--- src/rtl/wb_cp0_stage.sv ---
// Write-back stage of the 5-stage MIPS pipeline: register-file write port, HI/LO, CP0 Status/Cause/EPC,
// SYSCALL/ERET redirect. Define WB_CP0_COUNT_EN to add the free-running CP0 Count register (8'h48).
module wb_cp0_stage #(
  parameter logic [31:0] EXC_ENTRY  = 32'h0000_0100,
  parameter logic [4:0]  EXCODE_SYS = 5'd8
) (
  input  logic         clk,
  input  logic         reset,
  input  logic         WB_valid,
  input  logic [117:0] MEM_WB_bus_r,
  output logic         rf_wen,
  output logic [4:0]   rf_wdest,
  output logic [31:0]  rf_wdata,
  output logic         WB_over,
  output logic [4:0]   WB_wdest,
  output logic         exc_valid,
  output logic [31:0]  exc_pc,
  output logic         cancel,
  output logic [31:0]  WB_pc
);

  localparam logic [7:0] ADDR_STATUS = 8'h60;
  localparam logic [7:0] ADDR_CAUSE  = 8'h68;
  localparam logic [7:0] ADDR_EPC    = 8'h70;
  localparam logic [7:0] ADDR_COUNT  = 8'h48;

  logic        bus_rf_wen;
  logic [4:0]  bus_wdest;
  logic [31:0] mem_result, lo_result, pc;
  logic        hi_write, lo_write, mfhi, mflo, mtc0, mfc0, syscall, eret;
  logic [7:0]  cp0r_addr;

  assign {bus_rf_wen, bus_wdest, mem_result, lo_result, hi_write, lo_write,
          mfhi, mflo, mtc0, mfc0, cp0r_addr, syscall, eret, pc} = MEM_WB_bus_r;

  // An instruction held in WB while reset is asserted is discarded entirely.
  logic valid;
  assign valid = WB_valid & ~reset;

  logic [31:0] hi_q, hi_d, lo_q, lo_d, epc_q, epc_d;
  logic [7:0]  im_q, im_d;
  logic        exl_q, exl_d, ie_q, ie_d;
  logic [1:0]  ip_q, ip_d;
  logic [4:0]  exccode_q, exccode_d;
`ifdef WB_CP0_COUNT_EN
  logic [31:0] count_q, count_d;
`endif

  logic [31:0] cp0_rdata;
  logic        take_sys, take_eret;

  assign take_sys  = valid & syscall;
  assign take_eret = valid & eret & ~syscall;

  // NOTE: every always_comb output gets a default first, so no path leaves it unassigned (no latch).
  always_comb begin
    cp0_rdata = '0;
    case (cp0r_addr)
      ADDR_STATUS: cp0_rdata = {16'b0, im_q, 6'b0, exl_q, ie_q};
      ADDR_CAUSE:  cp0_rdata = {22'b0, ip_q, 1'b0, exccode_q, 2'b0};
      ADDR_EPC:    cp0_rdata = epc_q;
`ifdef WB_CP0_COUNT_EN
      ADDR_COUNT:  cp0_rdata = count_q;
`endif
      default:     cp0_rdata = '0;
    endcase
  end

  always_comb begin
    hi_d      = hi_q;
    lo_d      = lo_q;
    epc_d     = epc_q;
    im_d      = im_q;
    exl_d     = exl_q;
    ie_d      = ie_q;
    ip_d      = ip_q;
    exccode_d = exccode_q;
`ifdef WB_CP0_COUNT_EN
    count_d   = count_q + 32'd1;
`endif
    if (valid && hi_write) hi_d = mem_result;
    if (valid && lo_write) lo_d = lo_result;
    if (valid && mtc0) begin
      case (cp0r_addr)
        ADDR_STATUS: begin
          im_d  = mem_result[15:8];
          exl_d = mem_result[1];
          ie_d  = mem_result[0];
        end
        ADDR_CAUSE:  ip_d  = mem_result[9:8];
        ADDR_EPC:    epc_d = mem_result;
`ifdef WB_CP0_COUNT_EN
        ADDR_COUNT:  count_d = mem_result;
`endif
        default: ;
      endcase
    end
    // A nested syscall keeps the original return address.
    if (take_sys) begin
      exccode_d = EXCODE_SYS;
      if (!exl_q) epc_d = pc;
      exl_d = 1'b1;
    end else if (take_eret) begin
      exl_d = 1'b0;
    end
  end

  // NOTE: state registers use non-blocking assignments so every flop samples pre-edge values.
  always_ff @(posedge clk or posedge reset) begin
    if (reset) begin
      hi_q      <= '0;
      lo_q      <= '0;
      epc_q     <= '0;
      im_q      <= '0;
      exl_q     <= 1'b0;
      ie_q      <= 1'b0;
      ip_q      <= '0;
      exccode_q <= '0;
`ifdef WB_CP0_COUNT_EN
      count_q   <= '0;
`endif
    end else begin
      hi_q      <= hi_d;
      lo_q      <= lo_d;
      epc_q     <= epc_d;
      im_q      <= im_d;
      exl_q     <= exl_d;
      ie_q      <= ie_d;
      ip_q      <= ip_d;
      exccode_q <= exccode_d;
`ifdef WB_CP0_COUNT_EN
      count_q   <= count_d;
`endif
    end
  end

  always_comb begin
    rf_wdata = '0;
    if (valid) begin
      if (mfhi)      rf_wdata = hi_q;
      else if (mflo) rf_wdata = lo_q;
      else if (mfc0) rf_wdata = cp0_rdata;
      else           rf_wdata = mem_result;
    end
  end

  always_comb begin
    exc_pc = '0;
    if (take_sys)       exc_pc = EXC_ENTRY;
    else if (take_eret) exc_pc = epc_q;
  end

  assign rf_wen    = valid & bus_rf_wen;
  assign rf_wdest  = bus_wdest & {5{valid}};
  assign WB_wdest  = rf_wdest;
  assign WB_over   = valid;
  assign exc_valid = take_sys | take_eret;
  assign cancel    = exc_valid;
  assign WB_pc     = pc;

endmodule

--- config.mk ---
export PLATFORM = sky130hd
export DESIGN_NAME = wb_cp0_stage
export DESIGN_NICKNAME = d
export VERILOG_FILES = /design/src/rtl/wb_cp0_stage.sv
export SDC_FILE = /design/constraint.sdc
export NUM_CORES = 1
export LEC_CHECK = 0
export CAP_MARGIN = 15
export CORE_UTILIZATION = 58
export CTS_CLUSTER_DIAMETER = 150
export DETAILED_ROUTE_END_ITERATION = 10
export DONT_BUFFER_PORTS = 1
export MAX_ROUTING_LAYER = met4
export PLACE_DENSITY_LB_ADDON = 0.12
export REMOVE_ABC_BUFFERS = 1
export SKIP_CTS_REPAIR_TIMING = 1
export SYNTH_ARGS = -nofsm -noshare
export SYNTH_HDL_FRONTEND = slang
export SYNTH_SLANG_ARGS = --single-unit
--- constraint.sdc ---
create_clock -name clk -period 4.27 [get_ports clk]
set_clock_uncertainty 0.05 [all_clocks]
set_input_delay 1.281 -clock clk [delete_from_list [all_inputs] [get_ports clk]]
set_output_delay 1.281 -clock clk [all_outputs]
set_load 0.03 [all_outputs]
==> insert_results.sql, run 1 <==
INSERT INTO impl_metrics (metric_group, metric, value, unit) VALUES
('run_status', 'run_status', 'finished with violations', ''),
('run_status', 'failed_checks', 'setup timing', ''),
('finish', 'most_frequent_standard_cell_in_the_layout_excluding_fill_and_tap_cells', 'sky130_fd_sc_hd__dfrtp_1', ''),
('sta', 'final_hold_viol_count', '0', ''),
('worst_setup_path', 'setup.worst_path.start_class', 'input port', ''),
('sta', 'period_minus_slack', '4.301', 'ns'),
('worst_hold_path', 'timing.hold.worst.class', 'reg -> reg', ''),
('finish', 'multi_input_area', '2948', 'µm²'),
('worst_setup_path', 'critical_path_peak_fanout', '8', ''),
('floorplanning', 'die_area', '10990', 'µm²'),
('detailed_routing', 'drt-pass1-iter-count', '5', ''),
('global_route', 'grt_met1_use', '0.3896', ''),
('worst_setup_path', 'r2r.worst_path.cells', '3', ''),
('worst_setup_path', 'cpLargestDelayFamily', 'simple AND/OR/NAND/NOR gates', ''),
('worst_hold_path', 'min-delay-start', 'lo_q[28]', ''),
('finish', 'finish.utilization', '0.6585', ''),
('global_route', 'initial_antenna_violation_count', '0', ''),
('sta', 'worst_pin_slew', '0.9932', 'ns'),
('pwr', 'powerDensity', '362.7', 'nW/µm²'),
('worst_setup_path', 'cp.required', '2.94', 'ns'),
('clock_tree', 'ctsLongestPathBuffers', '2', ''),
('detailed_routing', 'route.detailed.wl_per_inst', '21.15', 'µm'),
('worst_setup_path', 'regToRegStartpoint', 'exl_q', ''),
('worst_setup_path', 'slowest_delay', '0.52', 'ns'),
('sta', 'maxSlewHeadroom', '0.3379', ''),
('finish', 'final_net_count', '751', ''),
('finish', 'final_cell_mix', 'sky130_fd_sc_hd__dfrtp_1 (109), sky130_fd_sc_hd__buf_4 (82), sky130_fd_sc_hd__mux2_2 (75), sky130_fd_sc_hd__nand2_1 (67), sky130_fd_sc_hd__o21ai_1 (51)', ''),
('job', 'maxCapViolations', '0', ''),
('floorplanning', 'floorplan.rows', '37', ''),
('detailed_routing', 'drt-total-wl', '16.30', 'mm'),
('worst_setup_path', 'cp_slowest_cell', 'sky130_fd_sc_hd__or4b_4', ''),
('clock_tree', 'worstSkewPairLatency', '0.38', 'ns'),
('yosys', 'synthesis.instances', '614', ''),
('detailed_routing', 'drc', '0', ''),
('clock_tree', 'cts_num_sinks', '109', ''),
('worst_setup_path', 'cp_data_arrival_time', '2.97', 'ns'),
('sta', 'setup-tns-final', '-0.06119', 'ns'),
('global_route', 'met3_usage', '0.05053', ''),
('global_route', 'globalRouteMet2Util', '0.5118', ''),
('pwr', 'max-vdd-ir-drop', '0.2038', 'mV'),
('sta', 'maxClockFrequency', '232.5', 'MHz'),
('finish', 'post-route-cell-area', '6768', 'µm²'),
('yosys', 'ys_seq_elements', '109', ''),
('finish', 'layout.area.seq', '2728', 'µm²'),
('finish', 'fillCellCount', '868', ''),
('worst_setup_path', 'crit_path_cell_trace', 'or4b_4, or4_4, buf_8, o21a_1, o21ai_1, buf_4', ''),
('finish', 'final_layout_size_suffix_gt1_frac', '0.2992', ''),
('worst_setup_path', 'cp.buffers_inverters', '2', ''),
('pwr', 'leakagePower', '2.927', 'nW'),
('worst_setup_path', 'path_class', 'in -> out', ''),
('clock_tree', 'tritoncts_clock_tree', 'done', ''),
('yosys', 'yosysSeqAreaShare', '0.4446', ''),
('finish', 'stdcell_count', '771', ''),
('floorplanning', 'placeableCoreArea', '10280', 'µm²'),
('placement', 'place.port_buffers', '0', ''),
('detailed_routing', 'ant_nets', '0', ''),
('global_route', 'busiest_layer', 'met2', ''),
('clock_tree', 'root_buffer', 'sky130_fd_sc_hd__clkbuf_8', ''),
('finish', 'num_antenna_cells', '0', ''),
('global_route', 'grtUsageTotal', '0.3146', ''),
('sta', 'final_setup_slack_of_the_worst_path', '-0.03090', 'ns'),
('yosys', 'avgSynthCellArea', '9.991', 'µm²'),
('placement', 'dpl-instance-area', '6558', 'µm²'),
('detailed_routing', 'dr.first_iter.drc_count', '295', ''),
('floorplanning', 'fp.dieH', '104.8', 'µm'),
('sta', 'rsz0062_at_grt', 'true', ''),
('sta', 'setup_violations', '6', ''),
('floorplanning', 'initial_utilization', '0.5969', ''),
('global_route', 'grt_pass1_vias', '4842', ''),
('global_route', 'largest_net_degree_at_the_start_of_global_routing', '79', ''),
('sta', 'layout_worst_path_cycle_share', '1.007', '');
[layer usage]
metal / up-vias / share of wire
li1: 2128 / -
met3: 27 / 0.081
met2: 244 / 0.50
met4: 0 / 0.020
met1: 2331 / 0.40
met5: - / 0
[where the power goes]
group / total (mW) / internal [mW] / switching, mW / leakage, nW
combinational: 0.507 / 0.241 / 0.266 / 1.52
clock: 0.599 / 0.244 / 0.355 / 0.0857
sequential: 1.35 / 1.23 / 0.117 / 1.32
total: 2.45 / 1.72 / 0.738 / 2.93
[Yosys cell counts]
| cell | n | share of area |
|---|---|---|
| sky130_fd_sc_hd__mux2i_1 | 43 | 0.070 |
| sky130_fd_sc_hd__buf_1 | 7 | 0.0043 |
| sky130_fd_sc_hd__and2_0 | 1 | 0.0010 |
| sky130_fd_sc_hd__nand3b_1 | 1 | 0.0012 |
| sky130_fd_sc_hd__nor2_1 | 10 | 0.0061 |
| sky130_fd_sc_hd__buf_4 | 38 | 0.047 |
| sky130_fd_sc_hd__buf_2 | 5 | 0.0041 |
| sky130_fd_sc_hd__o21a_1 | 8 | 0.0098 |
| sky130_fd_sc_hd__o21bai_1 | 3 | 0.0037 |
| sky130_fd_sc_hd__nor3_1 | 1 | 0.00082 |
| sky130_fd_sc_hd__or4b_1 | 1 | 0.0016 |
| sky130_fd_sc_hd__nand2b_1 | 3 | 0.0031 |
| sky130_fd_sc_hd__dfrtp_1 | 109 | 0.44 |
| sky130_fd_sc_hd__nor2b_1 | 2 | 0.0020 |
| sky130_fd_sc_hd__mux2_2 | 75 | 0.14 |
| sky130_fd_sc_hd__and2_1 | 41 | 0.042 |
| sky130_fd_sc_hd__buf_6 | 3 | 0.0055 |
| sky130_fd_sc_hd__a21oi_1 | 15 | 0.012 |
| sky130_fd_sc_hd__nand2_1 | 69 | 0.042 |
| sky130_fd_sc_hd__a21o_1 | 21 | 0.026 |
| sky130_fd_sc_hd__o21ai_0 | 54 | 0.044 |
| sky130_fd_sc_hd__nand4b_1 | 1 | 0.0014 |
| sky130_fd_sc_hd__nor4_4 | 2 | 0.0069 |
| sky130_fd_sc_hd__o2bb2ai_1 | 1 | 0.0014 |
| sky130_fd_sc_hd__o21ai_1 | 39 | 0.032 |
| sky130_fd_sc_hd__or4bb_1 | 1 | 0.0018 |
| sky130_fd_sc_hd__clkbuf_1 | 30 | 0.018 |
| sky130_fd_sc_hd__or4_1 | 1 | 0.0012 |
| sky130_fd_sc_hd__inv_1 | 5 | 0.0031 |
| sky130_fd_sc_hd__a311oi_1 | 3 | 0.0043 |
| sky130_fd_sc_hd__a31oi_1 | 21 | 0.021 |
[state kept, by name, summed over array words and instances (netlist names)]
name and cells:
epc_q 32, hi_q 32, ip_q 2, exccode_q 1, ie_q 1, im_q 8
lo_q 32, exl_q 1
[metrics by stage]
step | hold slack (ns) | worst slack (ns) | total power [mW]
after floorplan | 0.3854 | -1.102 | 1.708
after global placement | 0.4310 | -0.02958 | 1.840
after detailed placement | 0.4387 | -0.07090 | 1.872
after CTS | 0.4605 | -0.07257 | 2.462
after global routing | 0.4721 | -0.04808 | 2.573
final | 0.4578 | -0.03090 | 2.455
[logic make-up after synthesis]
kind of cell	count (synthesis)	share of synthesized area
AO/OA/AOI/OAI	165	0.1544
AND/OR/NAND/NOR	134	0.1114
flip-flops	109	0.4446
multiplexers	118	0.2078
buffers and inverters	88	0.08179
[area by class of cell]
cell class / instances / share of cell area
well taps: 136 / 0.02514
clock inverters: 3 / 0.002958
repair buffers: 88 / 0.1067
multi-input cells: 417 / 0.4356
flip-flops and latches: 109 / 0.4030
clock buffers: 13 / 0.02348
inverters: 5 / 0.003143
[worst max-delay path by stage]
stage	depth (start not counted)	startpoint	to
global route	6	MEM_WB_bus_r[35]	rf_wdata[14]
global placement	6	MEM_WB_bus_r[35]	rf_wdata[13]
floorplan	4	MEM_WB_bus_r[35]	rf_wdata[16]
detailed placement	6	MEM_WB_bus_r[35]	rf_wdata[14]
finish	6	MEM_WB_bus_r[35]	rf_wdata[14]
CTS	6	MEM_WB_bus_r[35]	rf_wdata[14]
(Power assumes the default switching activity.)
==> run 2: changes to the inputs <==
--- a/config.mk
+++ b/config.mk
@@ -6,8 +6,10 @@
 export NUM_CORES = 1
 export LEC_CHECK = 0
 export CAP_MARGIN = 15
+export CORE_ASPECT_RATIO = 1.75
 export CORE_UTILIZATION = 58
 export CTS_CLUSTER_DIAMETER = 150
+export CTS_CLUSTER_SIZE = 28
 export DETAILED_ROUTE_END_ITERATION = 10
 export DONT_BUFFER_PORTS = 1
 export MAX_ROUTING_LAYER = met4
==> run 2 against run 1 <==
Highest routed layer unchanged. Power increased by 8.8%. Largest cell class unchanged. Setup slack got worse by 0.017 ns. Design area increased by 2.3%. First-iteration DRC count decreased by 28%. The flow still finishes with violations (setup timing). Combinational power about the same.
==> insert_results.sql, run 2 (synthesis results as in run 1) <==
INSERT INTO impl_metrics (metric_group, metric, value, unit) VALUES
('pwr', 'pwr-share-comb', '0.191', ''),
('finish', 'area.growth.synth_to_final', '12.85', '%'),
('floorplanning', 'top_level_ports', '231', ''),
('sta', 'rsz0062_at_grt', 'true', ''),
('pwr', 'seq_power_share', '0.508', ''),
('floorplanning', 'fp.dieH', '138.1', 'µm'),
('worst_setup_path', 'cp_data_arrival_time', '2.99', 'ns'),
('placement', 'placed_wire_length_estimate', '11.07', 'mm'),
('placement', 'gp_routability_congestion', '0.8610', ''),
('pwr', 'switching_share', '0.2860', ''),
('run_status', 'failed_checks', 'setup timing', ''),
('clock_tree', 'tritoncts.num_buffers', '9', ''),
('worst_setup_path', 'setup.worst_path.start_class', 'input port', ''),
('detailed_routing', 'drt-total-wl', '16.28', 'mm'),
('pwr', 'max-vdd-ir-drop', '0.2661', 'mV'),
('global_route', 'initial_antenna_violation_count', '1', ''),
('worst_setup_path', 'crit_path_cell_trace', 'or4b_4, or4_4, buf_6, o21a_1, o21ai_1, buf_4', ''),
('worst_setup_path', 'critical_path_peak_fanout', '7', ''),
('global_route', 'grtUsageTotal', '0.3075', ''),
('worst_setup_path', 'cp_slowest_cell', 'sky130_fd_sc_hd__or4b_4', ''),
('detailed_routing', 'vias_per_cell', '6.183', ''),
('detailed_routing', 'drc', '0', ''),
('sta', 'maxSlewViolCount', '0', ''),
('pwr', 'report.power.total', '2.669', 'mW'),
('finish', 'layout.area.seq', '2728', 'µm²'),
('pwr', 'internal_power', '1.906', 'mW'),
('floorplanning', 'initial_utilization', '0.5956', ''),
('finish', 'fillCellCount', '848', ''),
('finish', 'final_cell_mix', 'sky130_fd_sc_hd__dfrtp_1 (109), sky130_fd_sc_hd__buf_4 (81), sky130_fd_sc_hd__mux2_2 (75), sky130_fd_sc_hd__nand2_1 (67), sky130_fd_sc_hd__o21ai_1 (58)', ''),
('clock_tree', 'root_buffer', 'sky130_fd_sc_hd__clkbuf_16', ''),
('sta', 'layout_worst_path_cycle_share', '1.011', ''),
('worst_setup_path', 'regToRegStartpoint', 'exl_q', ''),
('floorplanning', 'floorplan.rows', '49', ''),
('worst_hold_path', 'min-delay-start', 'exccode_q[3]', ''),
('floorplanning', 'placeableCoreArea', '10300', 'µm²'),
('global_route', 'remaining_overflow_grt', '0', ''),
('sta', 'final.hold.worst_slack', '0.4518', 'ns'),
('finish', 'final_layout_size_suffix_gt1_frac', '0.3014', ''),
('pwr', 'p_clk_frac', '0.301', ''),
('finish', 'reg.largest.list', 'epc_q: 32 flops, hi_q: 32 flops, lo_q: 32 flops', ''),
('sta', 'setup_violations', '7', ''),
('pwr', 'leakagePower', '2.994', 'nW'),
('detailed_routing', 'ant_nets', '0', ''),
('worst_setup_path', 'r2r-end', 'epc_q[15]', ''),
('finish', 'final_net_count', '753', ''),
('worst_hold_path', 'timing.hold.worst.class', 'reg -> reg', ''),
('detailed_routing', 'route.detailed.wl_per_inst', '21.28', 'µm'),
('clock_tree', 'tritoncts_clock_tree', 'done', ''),
('worst_setup_path', 'worst-r2r-setup-slack', '2.97', 'ns'),
('worst_setup_path', 'endpoint_kind', 'output pin', ''),
('run_status', 'run_status', 'finished with violations', ''),
('finish', 'most_frequent_standard_cell_in_the_layout_excluding_fill_and_tap_cells', 'sky130_fd_sc_hd__dfrtp_1', ''),
('floorplanning', 'die_width', '79.74', 'µm'),
('global_route', 'wire_length_of_the_first_global_routing_pass', '25.04', 'mm'),
('job', 'maxCapViolations', '0', ''),
('clock_tree', 'cts_num_sinks', '109', ''),
('sta', 'final_setup_slack_of_the_worst_path', '-0.04826', 'ns'),
('global_route', 'grt_pass1_vias', '4898', ''),
('worst_setup_path', 'path_class', 'in -> out', ''),
('floorplanning', 'die_area', '11010', 'µm²'),
('placement', 'dpl-instance-area', '6611', 'µm²'),
('sta', 'setup-tns-final', '-0.2606', 'ns'),
('clock_tree', 'clk_pin_slew_worst_paths', '0.06', 'ns'),
('detailed_routing', 'vias', '4730', ''),
('worst_setup_path', 'cp.required', '2.94', 'ns'),
('pwr', 'netSwitchingPower', '0.7635', 'mW'),
('finish', 'post-route-cell-area', '6923', 'µm²'),
('placement', 'place.port_buffers', '0', ''),
('worst_setup_path', 'r2r.worst_path.cells', '4', ''),
('sta', 'maxSlewHeadroom', '0.3813', ''),
('worst_hold_path', 'min_delay_worst_endpoint', 'exccode_q[3]', ''),
('clock_tree', 'worstSkewPairLatency', '0.33', 'ns'),
('pwr', 'powerDensity', '385.6', 'nW/µm²'),
('worst_hold_path', 'whs_path_depth', '1', ''),
('detailed_routing', 'drt-pass1-iter-count', '4', ''),
('sta', 'maxClockFrequency', '231.6', 'MHz'),
('sta', 'worst_pin_slew', '0.9248', 'ns'),
('worst_setup_path', 'slowest_delay', '0.53', 'ns'),
('sta', 'period_minus_slack', '4.318', 'ns'),
('global_route', 'largest_net_degree_at_the_start_of_global_routing', '61', ''),
('clock_tree', 'cts.htree.levels', '3', ''),
('sta', 'final_hold_viol_count', '0', ''),
('detailed_routing', 'dr.first_iter.drc_count', '212', ''),
('clock_tree', 'ctsLongestPathBuffers', '2', ''),
('placement', 'post-place-ws', '-0.1003', 'ns'),
('finish', 'multi_input_area', '2944', 'µm²');
-- run 2: cell type report --
cell class | count | area share
antenna | 1 | 0.0003615
clock inverter | 4 | 0.004699
tap | 127 | 0.02295
inverter | 5 | 0.003072
multi-input combinational | 417 | 0.4253
timing repair buffer | 90 | 0.1126
clock buffer | 12 | 0.03705
sequential | 109 | 0.3940
-- run 2: worst max path at each step --
stage	startpoint	endpoint
final	MEM_WB_bus_r[35]	rf_wdata[14]
after global routing	MEM_WB_bus_r[35]	rf_wdata[14]
after CTS	MEM_WB_bus_r[35]	rf_wdata[1]
after detailed placement	MEM_WB_bus_r[35]	rf_wdata[1]
after global placement	MEM_WB_bus_r[35]	rf_wdata[27]
after floorplan	MEM_WB_bus_r[35]	rf_wdata[16]
-- run 2: power groups by stage --
| stage | Combinational [mW] | Clock [mW] | Sequential [mW] |
|---|---|---|---|
| 6_report | 0.510 | 0.804 | 1.36 |
| 3_5_place_dp | 0.507 | 0 | 1.37 |
| 5_1_grt | 0.555 | 0.856 | 1.38 |
| 4_1_cts | 0.509 | 0.816 | 1.35 |
| 3_3_place_gp | 0.489 | 0 | 1.36 |
| 2_1_floorplan | 0.379 | 0 | 1.33 |
-- run 2: through the flow --
stage	instances	util
floorplan	531	-
global placement	748	0.6419
detailed placement	748	0.6419
CTS	764	0.6699
global route	765	0.6721
finish	765	0.6721
-- run 2: worst max-delay path, delay by kind of cell --
family | cells | cell delay, ns
AND/OR/NAND/NOR | 2 | 1.04
buffers and inverters | 2 | 0.34
AO/OA/AOI/OAI | 2 | 0.33
-- run 2: per-layer routing --
| layer | vias up | global-route usage | wire length (µm) |
|---|---|---|---|
| met5 | - | - | 0 |
| met4 | 0 | 0.1494 | 521 |
| met3 | 39 | 0.03828 | 1065 |
| met2 | 226 | 0.5421 | 8764 |
| met1 | 2315 | 0.3317 | 5927 |
| li1 | 2150 | - | - |
